**config.mk**
```make
export PLATFORM = sky130hd
export DESIGN_NAME = mem_stage
export DESIGN_NICKNAME = d
export VERILOG_FILES = /design/src/rtl/rv64_pkg.sv /design/src/rtl/mem_align.sv /design/src/rtl/mem_stage.sv
export SDC_FILE = /design/constraint.sdc
export NUM_CORES = 1
export LEC_CHECK = 0
export ABC_CLOCK_PERIOD_IN_PS = 2500
export BUFFER_PORTS_ARGS = -buffer_cell sky130_fd_sc_hd__buf_4
export CAP_MARGIN = 10
export CORE_ASPECT_RATIO = 0.75
export CORE_MARGIN = 1.5
export CORE_UTILIZATION = 29
export CTS_CLUSTER_DIAMETER = 200
export DETAILED_ROUTE_END_ITERATION = 8
export SLEW_MARGIN = 20
export SYNTH_ARGS = -nofsm -noshare
export SYNTH_HDL_FRONTEND = slang
export SYNTH_SLANG_ARGS = --single-unit
export TNS_END_PERCENT = 20
```
**constraint.sdc**
```tcl
create_clock -name clk -period 2.5 [get_ports clk]
set_clock_uncertainty 0.2 [all_clocks]
set_input_delay 0.25 -clock clk [delete_from_list [all_inputs] [get_ports clk]]
set_output_delay 0.25 -clock clk [all_outputs]
set_load 0.05 [all_outputs]
```
**src/rtl/rv64_pkg.sv**
```systemverilog
// Shared RV64 constants for the memory stage: major opcodes, func3 size
// encodings and the access FSM states.
package rv64_pkg;

    localparam logic [6:0] OPC_LOAD  = 7'b0000011;
    localparam logic [6:0] OPC_STORE = 7'b0100011;

    // Stores reuse the low four encodings (SB/SH/SW/SD = B/H/W/D).
    typedef enum logic [2:0] {
        F3_B  = 3'd0,
        F3_H  = 3'd1,
        F3_W  = 3'd2,
        F3_D  = 3'd3,
        F3_BU = 3'd4,
        F3_HU = 3'd5,
        F3_WU = 3'd6
    } func3_e;

    typedef enum logic {
        ST_IDLE = 1'b0,
        ST_BUSY = 1'b1
    } state_e;

    // Low address bits that must be zero for a size-aligned access.
    function automatic logic [2:0] size_mask(input logic [2:0] func3);
        case (func3[1:0])
            2'd0:    return 3'b000;
            2'd1:    return 3'b001;
            2'd2:    return 3'b011;
            default: return 3'b111;
        endcase
    endfunction

endpackage

```
**src/rtl/mem_align.sv**
```systemverilog
// Combinational lane steering: load lane select plus sign/zero extension,
// and store data shift plus byte-strobe generation.
module mem_align
    import rv64_pkg::*;
#(
    parameter int XLEN = 64
) (
    input  logic [2:0]      i_func3,
    input  logic [2:0]      i_offset,
    input  logic [XLEN-1:0] i_store_data,
    input  logic [XLEN-1:0] i_load_data,
    output logic [XLEN-1:0] o_store_data,
    output logic [7:0]      o_store_strb,
    output logic [XLEN-1:0] o_load_data
);

    logic [5:0]      w_shamt;
    logic [XLEN-1:0] w_lane;
    logic [XLEN-1:0] w_size_bits;
    logic [7:0]      w_size_strb;

    assign w_shamt = {i_offset, 3'b000};
    assign w_lane  = i_load_data >> w_shamt;

    // NOTE: every always_comb output gets a default first, so no path can infer a latch.
    always_comb begin
        w_size_bits = '1;
        w_size_strb = 8'hFF;
        case (i_func3[1:0])
            2'd0: begin
                w_size_bits = XLEN'(8'hFF);
                w_size_strb = 8'h01;
            end
            2'd1: begin
                w_size_bits = XLEN'(16'hFFFF);
                w_size_strb = 8'h03;
            end
            2'd2: begin
                w_size_bits = XLEN'(32'hFFFF_FFFF);
                w_size_strb = 8'h0F;
            end
            default: ;
        endcase
    end

    assign o_store_data = (i_store_data & w_size_bits) << w_shamt;
    assign o_store_strb = w_size_strb << i_offset;

    always_comb begin
        o_load_data = w_lane;
        case (i_func3)
            F3_B:    o_load_data = {{(XLEN-8){w_lane[7]}},   w_lane[7:0]};
            F3_H:    o_load_data = {{(XLEN-16){w_lane[15]}}, w_lane[15:0]};
            F3_W:    o_load_data = {{(XLEN-32){w_lane[31]}}, w_lane[31:0]};
            F3_BU:   o_load_data = {{(XLEN-8){1'b0}},        w_lane[7:0]};
            F3_HU:   o_load_data = {{(XLEN-16){1'b0}},       w_lane[15:0]};
            F3_WU:   o_load_data = {{(XLEN-32){1'b0}},       w_lane[31:0]};
            default: o_load_data = w_lane;
        endcase
    end

endmodule

```
**src/rtl/mem_stage.sv**
```systemverilog
// Pipeline MEM stage: issues one data-memory access per load/store and stalls
// until acked. Optional MEM_MISALIGN_TRAP_EN traps unaligned accesses instead.
module mem_stage
    import rv64_pkg::*;
#(
    parameter int XLEN = 64
) (
    input  logic            clk,
    input  logic            rst,
    input  logic            ex_valid,
    input  logic [6:0]      ex_opcode,
    input  logic [2:0]      ex_func3,
    input  logic [4:0]      ex_rd,
    input  logic [XLEN-1:0] ex_result,
    input  logic [XLEN-1:0] ex_data2,
    output logic            stall,
    output logic            dmem_req,
    output logic            dmem_we,
    output logic [XLEN-1:0] dmem_addr,
    output logic [XLEN-1:0] dmem_wdata,
    output logic [7:0]      dmem_wstrb,
    input  logic            dmem_ack,
    input  logic [XLEN-1:0] dmem_rdata,
    output logic            wb_valid,
    output logic            wb_we,
    output logic [4:0]      wb_rd,
    output logic [XLEN-1:0] wb_data,
    output logic            misalign
);

`ifdef MEM_MISALIGN_TRAP_EN
    localparam bit TRAP_EN = 1'b1;
`else
    localparam bit TRAP_EN = 1'b0;
`endif

    state_e          r_state, w_next_state;
    logic            r_dmem_req, r_dmem_we;
    logic [XLEN-1:0] r_dmem_addr, r_dmem_wdata;
    logic [7:0]      r_dmem_wstrb;
    logic [2:0]      r_func3;
    logic [4:0]      r_rd;
    logic            r_is_load, r_misaligned;
    logic            r_wb_valid, r_wb_we, r_misalign;
    logic [4:0]      r_wb_rd;
    logic [XLEN-1:0] r_wb_data;

    logic            w_is_load, w_is_mem, w_misaligned, w_trap, w_issue;
    logic [2:0]      w_mask, w_mem_func3, w_mem_offset;
    logic [XLEN-1:0] w_addr_aligned, w_st_data, w_ld_data;
    logic [7:0]      w_st_strb;

    assign w_is_load      = (ex_opcode == OPC_LOAD);
    assign w_is_mem       = w_is_load || (ex_opcode == OPC_STORE);
    assign w_mask         = size_mask(ex_func3);
    assign w_misaligned   = |(ex_result[2:0] & w_mask);
    assign w_addr_aligned = {ex_result[XLEN-1:3], ex_result[2:0] & ~w_mask};
    assign w_trap         = TRAP_EN && w_is_mem && w_misaligned;
    assign w_issue        = (r_state == ST_IDLE) && ex_valid && w_is_mem && !w_trap;

    // One aligner serves both directions: stores are steered at issue (IDLE),
    // loads are extended at completion (BUSY) from the held request address.
    assign w_mem_func3  = (r_state == ST_BUSY) ? r_func3 : ex_func3;
    assign w_mem_offset = (r_state == ST_BUSY) ? r_dmem_addr[2:0] : w_addr_aligned[2:0];

    mem_align #(.XLEN(XLEN)) u_align (
        .i_func3      (w_mem_func3),
        .i_offset     (w_mem_offset),
        .i_store_data (ex_data2),
        .i_load_data  (dmem_rdata),
        .o_store_data (w_st_data),
        .o_store_strb (w_st_strb),
        .o_load_data  (w_ld_data)
    );

    always_ff @(posedge clk or negedge rst) begin
        if (!rst) r_state <= ST_IDLE;
        else      r_state <= w_next_state;
    end

    always_comb begin
        w_next_state = r_state;
        case (r_state)
            ST_IDLE: if (w_issue)  w_next_state = ST_BUSY;
            ST_BUSY: if (dmem_ack) w_next_state = ST_IDLE;
            default: w_next_state = ST_IDLE;
        endcase
    end

    // NOTE: sequential state uses non-blocking (<=) only, so every register samples pre-edge values.
    always_ff @(posedge clk or negedge rst) begin
        if (!rst) begin
            r_dmem_req   <= 1'b0;
            r_dmem_we    <= 1'b0;
            r_dmem_addr  <= '0;
            r_dmem_wdata <= '0;
            r_dmem_wstrb <= '0;
            r_func3      <= '0;
            r_rd         <= '0;
            r_is_load    <= 1'b0;
            r_misaligned <= 1'b0;
            r_wb_valid   <= 1'b0;
            r_wb_we      <= 1'b0;
            r_wb_rd      <= '0;
            r_wb_data    <= '0;
            r_misalign   <= 1'b0;
        end else begin
            r_wb_valid <= 1'b0;
            r_misalign <= 1'b0;
            if (r_state == ST_IDLE) begin
                if (w_issue) begin
                    r_dmem_req   <= 1'b1;
                    r_dmem_we    <= !w_is_load;
                    r_dmem_addr  <= w_addr_aligned;
                    r_dmem_wdata <= w_is_load ? '0 : w_st_data;
                    r_dmem_wstrb <= w_is_load ? '0 : w_st_strb;
                    r_func3      <= ex_func3;
                    r_rd         <= ex_rd;
                    r_is_load    <= w_is_load;
                    r_misaligned <= w_misaligned;
                end else if (ex_valid) begin
                    r_wb_valid <= 1'b1;
                    r_wb_we    <= !w_trap && (ex_rd != 5'd0);
                    r_wb_rd    <= ex_rd;
                    r_wb_data  <= ex_result;
                    r_misalign <= w_trap;
                end
            end else if (dmem_ack) begin
                r_dmem_req <= 1'b0;
                r_dmem_we  <= 1'b0;
                r_wb_valid <= 1'b1;
                r_wb_we    <= r_is_load && !r_misaligned && (r_rd != 5'd0);
                r_wb_rd    <= r_rd;
                r_wb_data  <= r_is_load ? w_ld_data : '0;
            end
        end
    end

    assign stall      = (r_state == ST_BUSY);
    assign dmem_req   = r_dmem_req;
    assign dmem_we    = r_dmem_we;
    assign dmem_addr  = r_dmem_addr;
    assign dmem_wdata = r_dmem_wdata;
    assign dmem_wstrb = r_dmem_wstrb;
    assign wb_valid   = r_wb_valid;
    assign wb_we      = r_wb_we;
    assign wb_rd      = r_wb_rd;
    assign wb_data    = r_wb_data;
    assign misalign   = r_misalign;

endmodule

```
---- After elaboration in Yosys (flattened, before gate mapping) ----
Cells that the tools add are included.
storage, ports and cells
  bits in latches ......................... 0
  logic and storage cells ................. 86
  register bits ........................... 220
  memory bits (read-only) ................. 0
  input bits .............................. 211
  bits in writable memories ............... 0
  output and inout port bits .............. 211
  memories ................................ 0
cells by class
  div/mod/pow operators ................... 0
  reduce and logical (&&, ||, !) cells .... 18
  $lt $le $gt $ge ......................... 0
  equal/unequal tests ..................... 13
  shift-type cells ........................ 3
  mux-type cells .......................... 33
  bitwise gates (word level) .............. 5
  $mul .................................... 0
  $add $sub $neg .......................... 0
operators with widths
  kind                number
  $mux 64             6
  $pmux 64 s6         1
  $pmux 64 s3         1
  $and 64x64->64      1
  $shl 64x6->64       1
  $shr 64x6->64       1
  $pmux 8 s3          1
  $mux 5              4
  $mux 1              15
  $reduce_bool 5->1   2
  $eq 3x3->1 const B  3
  $pmux 3 s3          1
  $mux 8              1
  $shl 8x3->8         1
  $eq 7x2->1 const B  1
  $eq 7x6->1 const B  1
  $and 3x3->3         2
  $mux 3              2
  $eq 2x1->1 const B  2
  $eq 2x2->1 const B  2
  $logic_and 1x1->1   4
  $logic_not 2->1     2
  $ne 2x2->1 const B  2
  $reduce_and 2->1    2
  11 further kinds    13

---- Logic depth before layout (Yosys ltp) ----
Gate-level depths: netlist of run 1.
  word-level depth ........................ 10
  gate-level depth with buffers ........... 11
  gate-level depth less buffers ........... 7

---- Hierarchy ----
A second synthesis of run 1 with hierarchy kept.
second synthesis, totals
  cells, all modules ...................... 1344
  area, all modules ....................... 13284.0 um^2
by module, submodules not included
  module     times used  cells an instance  sequential area each (um^2)  area each (um^2)
  mem_stage  1           752                5505.3                       9167.5
  mem_align  1           592                0.0                          4116.4

---- Worst setup path after synthesis of run 1 ----
Ideal clock, no wire load.
  path kind ............................... register to register
  start ................................... register r_state (netlist: stall)
  end ..................................... register r_wb_data[40] (netlist: wb_data[40])
  setup slack ............................. -397 ps
  arrival ................................. 2616 ps
  period minus slack after synthesis ...... 2897 ps
  buffers on the path ..................... 4
  data required time ...................... 2219 ps
  cell stages (with the launch flop) ...... 11
  setup time .............................. 81 ps
  cells stage by stage .................... dfrtp_1 -> buf_6 -> or4b_4 -> and2_1 -> buf_6 -> or3_1 -> a211oi_2 -> a211oi_2 -> buf_6 -> buf_6 -> a31oi_2
between the ends
  longest elaborated chain between the ends .. 6
  elaborated cells on any way between the ends .. 20
  those cells by class .................... eq/ne (7); shift (1); mux (6); bitwise (1); reduce/logical (5)
RTL lines
  item                                         line                              text
  from (decl)                                  mem_stage.sv:37                   state_e r_state, w_next_state;
  from (signal assigned)                       mem_stage.sv:78                   else r_state <= w_next_state;
  $mux 3, on equally long branches             mem_stage.sv:64, mem_stage.sv:63
  $shr 64x6->64, or another cell as far along  mem_align.sv:23                   assign w_lane = i_load_data >> w_shamt;
  $pmux 64 s6                                  mem_align.sv:51                   case (i_func3)
  $mux 64                                      mem_stage.sv:134                  r_wb_data <= r_is_load ? w_ld_data : '0;
  $mux 64                                      mem_stage.sv:128                  end else if (dmem_ack) begin
  $mux 64                                      mem_stage.sv:110                  if (r_state == ST_IDLE) begin
  to (signal assigned)                         mem_stage.sv:125                  r_wb_data <= ex_result;
  to (signal assigned)                         mem_stage.sv:134
  to (decl)                                    mem_stage.sv:46                   logic [XLEN-1:0] r_wb_data;
Parallel ways exist; a longest one is shown, timed or not. The select of a mux whose other input is x is not followed.
A chain may end at the register's enable or synchronous reset.

---- Worst setup path in the final report of run 1 ----
  start ................................... register r_state (netlist: stall)
  end ..................................... register r_wb_data[61] (netlist: wb_data[61])
The elaborated chain is that of the path after synthesis.

==> out/metrics.cfg, run 1 <==
[outcome]
status = finished with violations
violations = setup timing

[yosys]
ys_ff_latch = 220
synth_edf_count = 0
syn_nets = 1742
synth_top_area_cell = dfrtp_1
ys_warn_count = 0
netlist_area_um2 = 12900
ys_types = 58
synth_area_per_cell_um2 = 8.45
async_flop_share_pct = 100
synth_area_leaders = dfrtp_1, nand2_1, a21oi_1
syn_inst = 1531
synth_flop_cell = dfrtp_1
synth_seq_area_share_pct = 42.6
synth_top_area_share_pct = 42.6

[hold_path]
hp-class = input port to async pin

[worst_setup_path]
cp_max_fo = 20
crit_path_end_kind = register
worst_ep_required_time_ns = 2.76
slowest_stage = or4b_4
worst_ep_arrival_time_ns = 2.94
worstSetupPathType = register to register
start_kind = register
critPathMostFrequentCell = a211oi_4
critical-path-max-stage-delay_ns = 0.54
path_cells = or4b_4, and2_4, or3_4, a211oi_4, a211oi_4, buf_6, buf_12, a31oi_1

[final_layout]
nFillCells = 4213
drive_above_1_share_pct = 37.2
utilization_pct = 48.5
synthToLayoutAreaGrowth_pct = 63.7
fin_nets = 2425
fin_cells = 2816

[cts]
insertion_delay_ns = 0.58
cts_tree = yes
clkTransAtPathRegs_ns = 0.06
clockRootBuffer = clkbuf_16
cts.path.max_buffers = 3
htree_levels = 1
cts_buffers = 26
clock-sinks = 220

[sta]
slew_headroom_pct = 54.7
max_freq_mhz = 374
setup_viol = 74
rsz0062_at_grt = true
fin_crit_ns = 2.67
setup_slack_ns = -0.174
period_share_pct = 107
hold_viol = 0
tightest_slew_ns = 0.673
slew_viol_final = 0

[floorplan]
ios = 422
core_um2 = 43700
row_count = 66
die-area_um2 = 45900
die_w_um = 247
start_util_pct = 29.6
die_h_um = 186

[grt]
first_global_vias = 15041
global_route.overflow_total = 0
grt_pass1_wl_um = 96900
grt_usage_pct = 27.9
grt_antenna_before_repair = 5
grt_max_degree = 73

[placed_design]
routabilityCongestion = 0.965
dp.cells = 2610
dpl.hpwl_um = 49800
numPortBuffers = 420
preCtsSetupSlack_ns = -0.316

[drt]
vias = 15246
viasPerCell = 5.41
first_pass_iters = 5
route.detailed.wl_per_inst_um = 23.5
drcViolationCount = 0
ant_nets = 0
drt_iter0_markers = 1577
wirelength_um = 66300

[flow_run]
maxCapViolCount = 0

[pwr]
leakagePower_nw = 10.1
ir_drop_mv = 0.468
p_per_area_nw_per_um2 = 594

## per-stage QoR
stage	instance area [um2]	TNS, ns	hold WS (ns)	power, mW
after floorplan	13000	-16.38	-0.246	6.51
after global placement	18200	-11.06	0.0561	8.30
final	21200	-8.06	0.0155	12.6
after CTS	20700	-6.63	0.00000433	12.5
after global routing	21200	-14.31	0.0248	13.1
after detailed placement	18200	-21.18	0.0621	8.34
## where the power goes
group	switching, mW	total (mW)	internal (mW)
combinational	2.83	4.50	1.67
sequential	0.258	4.19	3.93
clock	1.65	3.90	2.24
total	4.74	12.6	7.84
## synthesized netlist by cell type (all sizes together) (26+ instances only)
cell,n
nor2b,26
nand3,55
nor2,42
a31oi,60
dfrtp,220
a211oi,34
mux2i,59
nand2,358
a21oi,124
and3,50
buf,43
o21ai,123
clkbuf,94
## layer usage
metal	up-vias	GRT usage [%]	part of all wire [%]
met1	7475	41.2	45
met3	98	6.75	9.3
met2	753	40.5	43
li1	6920	-	-
met5	-	0	0
met4	0	6.66	2.5
## cell type report
cell class	count	area, um2	area share (%)
Inverter	11	45.0	0.213
Sequential cell	220	5510	26.0
Timing Repair Buffer	792	6730	31.8
Multi-Input combinational cell	1163	7310	34.5
Tap cell	578	723	3.41
Clock buffer	35	724	3.42
Antenna cell	4	10.0	0.0473
Clock inverter	13	133	0.626
## worst max-delay path, delay by kind of cell (launching register included)
family	cells	cell delay, ns
buffers and inverters	2	0.29
flip-flops	1	0.44
AND/OR/NAND/NOR	3	1.12
AO/OA/AOI/OAI	3	0.50
## worst paths after layout
kind	from	endpoint	slack, ns	depth (start not counted)
setup / recovery	stall	wb_data[61]	-0.17	8
setup reg to reg	stall	wb_data[61]	-0.17	8
max in group asynchronous	rst	dmem_wdata[54]	1.30	3
hold / removal	rst	dmem_addr[63]	0.02	2
hold reg to reg	dmem_addr[36]	dmem_addr[36]	0.28	2
min in group clk	ex_data2[31]	dmem_wdata[55]	0.03	5
## logic make-up after synthesis
family	Yosys count	synth area share [%]
other	1	0.0290
AND/OR/NAND/NOR	570	19.4
AO/OA/AOI/OAI	515	26.4
multiplexers	77	6.83
buffers and inverters	148	4.82
flip-flops	220	42.6
## cells in the final DEF, fill, tap and decap left out, types with 7 or more instances in the layout
| cell type | count |
|---|---|
| buf_4 | 608 |
| o22ai_1 | 11 |
| nor3_1 | 15 |
| o22a_1 | 10 |
| a21o_1 | 13 |
| nand2_1 | 355 |
| a211oi_1 | 18 |
| a21oi_1 | 104 |
| a211oi_2 | 11 |
| clkbuf_16 | 28 |
| inv_1 | 9 |
| a31o_2 | 7 |
| o21ai_0 | 108 |
| buf_6 | 13 |
| dlygate4sd3_1 | 140 |
| clkinv_2 | 8 |
| dfrtp_1 | 219 |
| o31ai_1 | 10 |
| a21oi_2 | 16 |
| nand3_1 | 53 |
| mux2i_1 | 55 |
| a21boi_0 | 11 |
| nor2b_1 | 26 |
| a22oi_1 | 16 |
| mux4_2 | 8 |
| o21ai_1 | 10 |
| o221ai_1 | 9 |
| o211ai_1 | 9 |
| a311oi_1 | 12 |
| nor2_1 | 37 |
| o21a_1 | 10 |
| a31oi_1 | 33 |
| a221oi_1 | 17 |
| a211o_1 | 7 |
| and3_1 | 49 |
| a31oi_2 | 24 |
| buf_12 | 24 |
| mux2_2 | 10 |
| a22o_1 | 8 |
## flip-flops by register name, summed over array words and instances, names as in the netlist
register / flops
dmem_wdata: 64
r_rd: 5
dmem_wstrb: 8
r_is_load: 1
dmem_we: 1
dmem_addr: 64
wb_rd: 5
wb_data: 64
dmem_req: 1
r_misaligned: 1
r_func3: 3
wb_we: 1
stall: 1
wb_valid: 1
## what timing repair did
action	CTS	global route
endpoints found under the setup margin	87	141
hold buffers	140	0
gates resized for setup	58	72
pin swaps	4	8
buffers inserted	4	6
endpoints found under the hold margin	356	0
gates cloned	1	3
No activity file was read; power rests on OpenSTA's default activity.
==> run 2, diff against run 1 <==
CELL_PAD_IN_SITES_DETAIL_PLACEMENT = 0   (was default)
CELL_PAD_IN_SITES_GLOBAL_PLACEMENT = 2   (was default)
CORE_UTILIZATION = 26   (was 29)
PLACE_DENSITY_LB_ADDON = 0.1   (was default)
==> run 2 against run 1 <==
Against the previous run: the run still ends with setup timing left; register-to-register slack worse by 0.26 ns; sequential power barely moved; clock power grew 7.4%; sequential cell count is the same; via count fell by 2.2%; critical path type unchanged; worst setup slack lost 0.26 ns; total power rose by 2.9%; count of clock-buffer cells in the layout up 2.
==> out/metrics.cfg, run 2 (synthesis results as in run 1) <==
[outcome]
status = finished with violations
violations = setup timing

[final_layout]
mostFrequentLayoutCells = buf_4, nand2_1, dfrtp_1, dlygate4sd3_1, a21oi_1
mostFrequentLayoutCell = buf_4
drive_above_1_share_pct = 38.2  ; +1.0 points
utilization_pct = 44.0  ; -4.5 points
synthToLayoutAreaGrowth_pct = 66.5
fin_nets = 2417  ; -0.33%

[worst_setup_path]
rr_endpoint = wb_data[46]
worst_ep_arrival_time_ns = 3.22  ; +0.28 ns
critical-path-max-stage-delay_ns = 0.53  ; about the same
slowest_stage = or4b_4
timing.rr.start = stall
cp_max_fo = 7  ; -65%
start_kind = register
ff2ff_path_depth = 11  ; +3
setup.worst_path.start = stall
crit_path_end_kind = register
worstSetupPathType = register to register
reg2reg_setup_slack_ns = -0.43  ; -0.26 ns
worstSetupEndpoint = wb_data[46]
worst_ep_required_time_ns = 2.78  ; +0.02 ns
path_cells = buf_6, or4b_4, and2_4, buf_8, or3_4, a211oi_4, a211oi_4, buf_12, buf_12, buf_12, a31oi_4
critPathMostFrequentCell = buf_12

[sta]
hold_viol = 0  ; unchanged
rsz0062_at_grt = true
slew_viol_final = 0  ; unchanged
timing.setup.tns_ns = -23.96  ; -15.90 ns
tightest_slew_ns = 0.654  ; -0.0190 ns
holdWs_ns = 0.00824  ; -0.00724 ns
period_share_pct = 117  ; +10 points
fin_crit_ns = 2.93  ; +0.256 ns
slew_headroom_pct = 56.0  ; +1.3 points
setup_viol = 99  ; +34%
setup_slack_ns = -0.430  ; -0.256 ns
max_freq_mhz = 341  ; -8.7%

[pwr]
p_per_area_nw_per_um2 = 601  ; +1.2%
leakagePower_nw = 10.2  ; +0.51%
ir_drop_mv = 0.453  ; -3.2%

[grt]
grt_max_degree = 71  ; -2.7%
grt_pass1_wl_um = 100000  ; +3.3%
grt_antenna_before_repair = 6  ; +1
global_route.overflow_total = 0  ; unchanged
grt_usage_pct = 26.3  ; -1.6 points
first_global_vias = 14696  ; -2.3%

[floorplan]
die_w_um = 261  ; +5.5%
start_util_pct = 26.4  ; -3.2 points
die_h_um = 196  ; +5.5%
row_count = 70  ; +6.1%
core_um2 = 49000  ; +12%
ios = 422  ; unchanged
die-area_um2 = 51100  ; +11%

[cts]
insertion_delay_ns = 0.57  ; about the same
cts_tree = yes
clock-sinks = 220  ; unchanged
cts_buffers = 27  ; +3.8%
clkTransAtPathRegs_ns = 0.06  ; about the same
htree_levels = 1  ; unchanged
cts.path.max_buffers = 3  ; unchanged
clockRootBuffer = clkbuf_16

[flow_run]
maxCapViolCount = 0  ; unchanged

[placed_design]
numPortBuffers = 420  ; unchanged
dpl.hpwl_um = 51300  ; +3.1%
preCtsSetupSlack_ns = -0.567  ; -0.251 ns
routabilityCongestion = 0.925  ; -4.1%

[drt]
route.detailed.wl_per_inst_um = 24.1  ; +2.5%
ant_nets = 0  ; unchanged
wirelength_um = 69500  ; +4.9%
vias = 14909  ; -2.2%
viasPerCell = 5.17  ; -4.4%
drcViolationCount = 0  ; unchanged
drt_iter0_markers = 1202  ; -24%
first_pass_iters = 5  ; unchanged

[hold_path]
hp-class = input port to register

==> run 2: cell types whose count changed in the layout (fill, tap and decap cells not counted), moves of 6 or more <==
cell     before  now
a21oi_2      16   23
o21ai_1      10   30
buf_4       608  597
o21ai_0     108   90
nand3_1      53   47
a21oi_1     104   98
==> run 2: metrics by stage <==
step | power (mW) | cells | instance area, um2
after floorplan | 6.51 | 1531 | 13000
after global placement | 8.39 | 2672 | 18200
after detailed placement | 8.40 | 2673 | 18300
after CTS | 13.0 | 2872 | 21100
after global routing | 13.5 | 2879 | 21500
final | 12.9 | 2882 | 21500
==> run 2: worst min path at each step <==
stage	startpoint	endpoint	slack [ns]	cells after the start
floorplan	rst	dmem_addr[0]	-0.25	0
global placement	rst	dmem_wdata[43]	-0.06	1
detailed placement	rst	dmem_wdata[43]	-0.06	1
CTS	ex_data2[52]	dmem_wdata[60]	0.002	4
global route	ex_data2[52]	dmem_wdata[60]	0.004	4
finish	ex_data2[15]	dmem_wdata[23]	0.008	5
==> run 2: power by group <==
group	leakage [nW]	internal (mW)	switching (mW)
clock	0.462	2.50	1.69
combinational	6.82	1.71	2.88
sequential	2.92	3.93	0.246
total	10.2	8.14	4.81
==> run 2: cell type report <==
class / count / area [um2]
Antenna cell: 7 / 17.5
Clock buffer: 37 / 783
Clock inverter: 13 / 156
Fill cell: 4870 / 27400
Inverter: 11 / 41.3
Multi-Input combinational cell: 1163 / 7490
Sequential cell: 220 / 5510
Tap cell: 648 / 811
Timing Repair Buffer: 783 / 6740
==> run 2: metal layers <==
| layer | routed length (um) | up-vias | share of wire, % | track usage, % |
|---|---|---|---|---|
| met5 | 9 | - | 0.013 | 0 |
| met4 | 1630 | 2 | 2.3 | 6.08 |
| met3 | 5390 | 85 | 7.8 | 5.90 |
| met2 | 28700 | 580 | 41 | 36.9 |
| met1 | 33800 | 7334 | 49 | 40.2 |
| li1 | - | 6908 | - | - |
==> run 2: what timing repair did <==
| action | 4_1_cts | 5_1_grt |
|---|---|---|
| endpoints found under the setup margin | 128 | 133 |
| endpoints found under the hold margin | 396 | 0 |
| pin swaps | 23 | 17 |
| hold buffers | 138 | 0 |
| resized for setup | 109 | 79 |
| buffers inserted | 11 | 1 |
| cloned | 2 | 2 |
==> run 2: critical path, delay by kind of cell, from the launching register on <==
kind            cells  cell delay (ns)
simple gates        3             1.08
flops               1             0.42
compound gates      3             0.43
buf+inv             5             0.71
==> run 3, diff against run 2 <==
CTS_BUF_LIST = sky130_fd_sc_hd__clkbuf_4 sky130_fd_sc_hd__clkbuf_8 sky130_fd_sc_hd__clkbuf_16   (was default)
==> run 3 against run 2 <==
Against the previous run: the flow still finishes with violations (setup timing); largest cell class unchanged; worst setup slack gained 0.0072 ns; sequential cell count unchanged; sequential power barely moved; combinational power about the same; global-route usage is essentially flat; via count down 0.21%; clock power rose by 1%.
==> out/metrics.cfg, run 3 (synthesis results as in run 1) <==
[placed_design]
preCtsSetupSlack_ns = -0.567  ; unchanged
dpl_cell_area_um2 = 18300  ; unchanged
numPortBuffers = 420  ; unchanged
routabilityCongestion = 0.925  ; unchanged
dpl.hpwl_um = 51300  ; unchanged

[grt]
grt_antenna_before_repair = 6  ; unchanged
grt_usage_pct = 26.3  ; about the same
global_route.overflow_total = 0  ; unchanged
grt_max_degree = 71  ; unchanged
grt_pass1_wl_um = 100000  ; about the same
first_global_vias = 14689  ; -0.048%

[floorplan]
die_w_um = 261  ; unchanged
ios = 422  ; unchanged
row_count = 70  ; unchanged
start_util_pct = 26.4  ; unchanged
die-area_um2 = 51100  ; unchanged
die_h_um = 196  ; unchanged
core_um2 = 49000  ; unchanged

[drt]
viasPerCell = 5.16  ; -0.21%
vias = 14878  ; -0.21%
wirelength_um = 69400  ; -0.13%
drt_iter0_markers = 1206  ; +0.33%
ant_nets = 0  ; unchanged
drcViolationCount = 0  ; unchanged
route.detailed.wl_per_inst_um = 24.1  ; -0.13%
first_pass_iters = 5  ; unchanged

[cts]
cts.path.max_buffers = 3  ; unchanged
clock-sinks = 220  ; unchanged
cts_buffers = 27  ; unchanged
cts_tree = yes
clockRootBuffer = clkbuf_16
clkTransAtPathRegs_ns = 0.06  ; about the same
htree_levels = 1  ; unchanged
insertion_delay_ns = 0.57  ; about the same

[final_layout]
utilization_pct = 44.2  ; +0.18 points
design_area_um2 = 21600  ; +0.41%
drive_above_1_share_pct = 38.6  ; +0.43 points
mostFrequentLayoutCells = buf_4, nand2_1, dfrtp_1, dlygate4sd3_1, a21oi_1
mostFrequentLayoutCell = buf_4
synthToLayoutAreaGrowth_pct = 67.2
fin_nets = 2418  ; +0.041%

[hold_path]
min_from = ex_data2[15]
hp-class = input port to register
min_to = dmem_wdata[23]
holdPathStages = 5  ; unchanged

[sta]
period_share_pct = 117  ; -0.29 points
rsz0062_at_grt = true
tightest_slew_ns = 0.664  ; +0.00998 ns
timing.setup.tns_ns = -24.53  ; -0.563 ns
slew_viol_final = 0  ; unchanged
setup_slack_ns = -0.423  ; +0.00721 ns
setup_viol = 99  ; unchanged
max_freq_mhz = 342  ; +0.25%
fin_crit_ns = 2.92  ; -0.00720 ns
slew_headroom_pct = 55.8  ; -0.20 points
hold_viol = 0  ; unchanged

[worst_setup_path]
worst_ep_required_time_ns = 2.78  ; about the same
start_kind = register
setup.worst_path.start = stall
crit_path_end_kind = register
worst_ep_arrival_time_ns = 3.21  ; about the same
rr_endpoint = wb_data[37]
path_cells = buf_6, or4b_4, and2_4, buf_8, or3_4, a211oi_4, a211oi_4, buf_12, buf_4, buf_8, a31oi_4
critical-path-max-stage-delay_ns = 0.53  ; about the same
path_buf_inv = 5  ; unchanged
timing.rr.start = stall
reg2reg_setup_slack_ns = -0.42  ; about the same
worstSetupPathType = register to register
ff2ff_path_depth = 11  ; unchanged
slowest_stage = or4b_4
cp_top_family = simple AND/OR/NAND/NOR gates
cp_max_fo = 8  ; +1

[outcome]
status = finished with violations
violations = setup timing

[pwr]
p_per_area_nw_per_um2 = 602  ; about the same
leakagePower_nw = 10.2  ; +0.19%
p_total_mw = 13.0  ; +0.49%
ir_drop_mv = 0.455  ; +0.59%

[flow_run]
maxCapViolCount = 0  ; unchanged

==> run 3: cell types whose count changed in the layout (fill, tap and decap cells not counted), sizes merged <==
cell | before | now
buf | 643 | 645
diode | 7 | 6
clkbuf | 39 | 38
==> run 3: worst register-to-register path, cell delays in order, from the launching register on <==
cell      delay [ns]
dfrtp_2         0.42
buf_6           0.12
or4b_4          0.53
and2_4          0.18
buf_8           0.12
or3_4           0.37
a211oi_4        0.25
a211oi_4        0.06
buf_12          0.16
buf_4           0.14
buf_8           0.14
a31oi_4         0.15
==> run 3: timing repair <==
item                                   4_1_cts  5_1_grt
setup endpoints to repair                  128      134
hold buffers                               138        0
pin swaps                                   23       17
buffers inserted                            12        1
gates resized for setup                    109       89
cloned                                       2        1
endpoints found under the hold margin      397        0
==> run 3: power breakdown <==
| group | total, mW | leakage [nW] | internal, mW | switching, mW |
|---|---|---|---|---|
| combinational | 4.60 | 6.83 | 1.71 | 2.89 |
| sequential | 4.18 | 2.92 | 3.93 | 0.248 |
| clock | 4.23 | 0.472 | 2.53 | 1.70 |
| total | 13.0 | 10.2 | 8.18 | 4.83 |
==> run 3: layer usage <==
| metal | wire [um] | part of all wire, % | global-route usage [%] | up-vias |
|---|---|---|---|---|
| met2 | 28600 | 41 | 37.0 | 555 |
| met1 | 33500 | 48 | 40.0 | 7319 |
| met5 | 13 | 0.019 | 0 | - |
| met3 | 5610 | 8.1 | 6.18 | 88 |
| li1 | - | - | - | 6914 |
| met4 | 1680 | 2.4 | 6.04 | 2 |
==> run 3: worst max path at each step <==
stage / end / slack (ns) / cells past startpoint
after floorplan: wb_data[40] / -0.26 / 10
after global placement: wb_data[37] / -0.66 / 7
after detailed placement: wb_data[48] / -0.57 / 10
after global routing: wb_data[37] / -0.46 / 11
after CTS: wb_data[46] / -0.48 / 10
final: wb_data[37] / -0.42 / 11
==> run 3: final cells by class <==
cell class	count	area, um2
sequential	220	5510
multi-input combinational	1163	7580
timing repair buffer	784	6730
antenna	6	15.0
fill	4853	27300
tap	648	811
clock inverter	13	156
clock buffer	37	795
inverter	11	41.3
==> run 3: metrics by stage <==
step | hold WS [ns] | std cells
after CTS | 0.00243 | 2874
after detailed placement | -0.0573 | 2673
final | 0.000520 | 2882
after global routing | 0.00360 | 2880
after global placement | -0.0560 | 2672
after floorplan | -0.246 | 1531
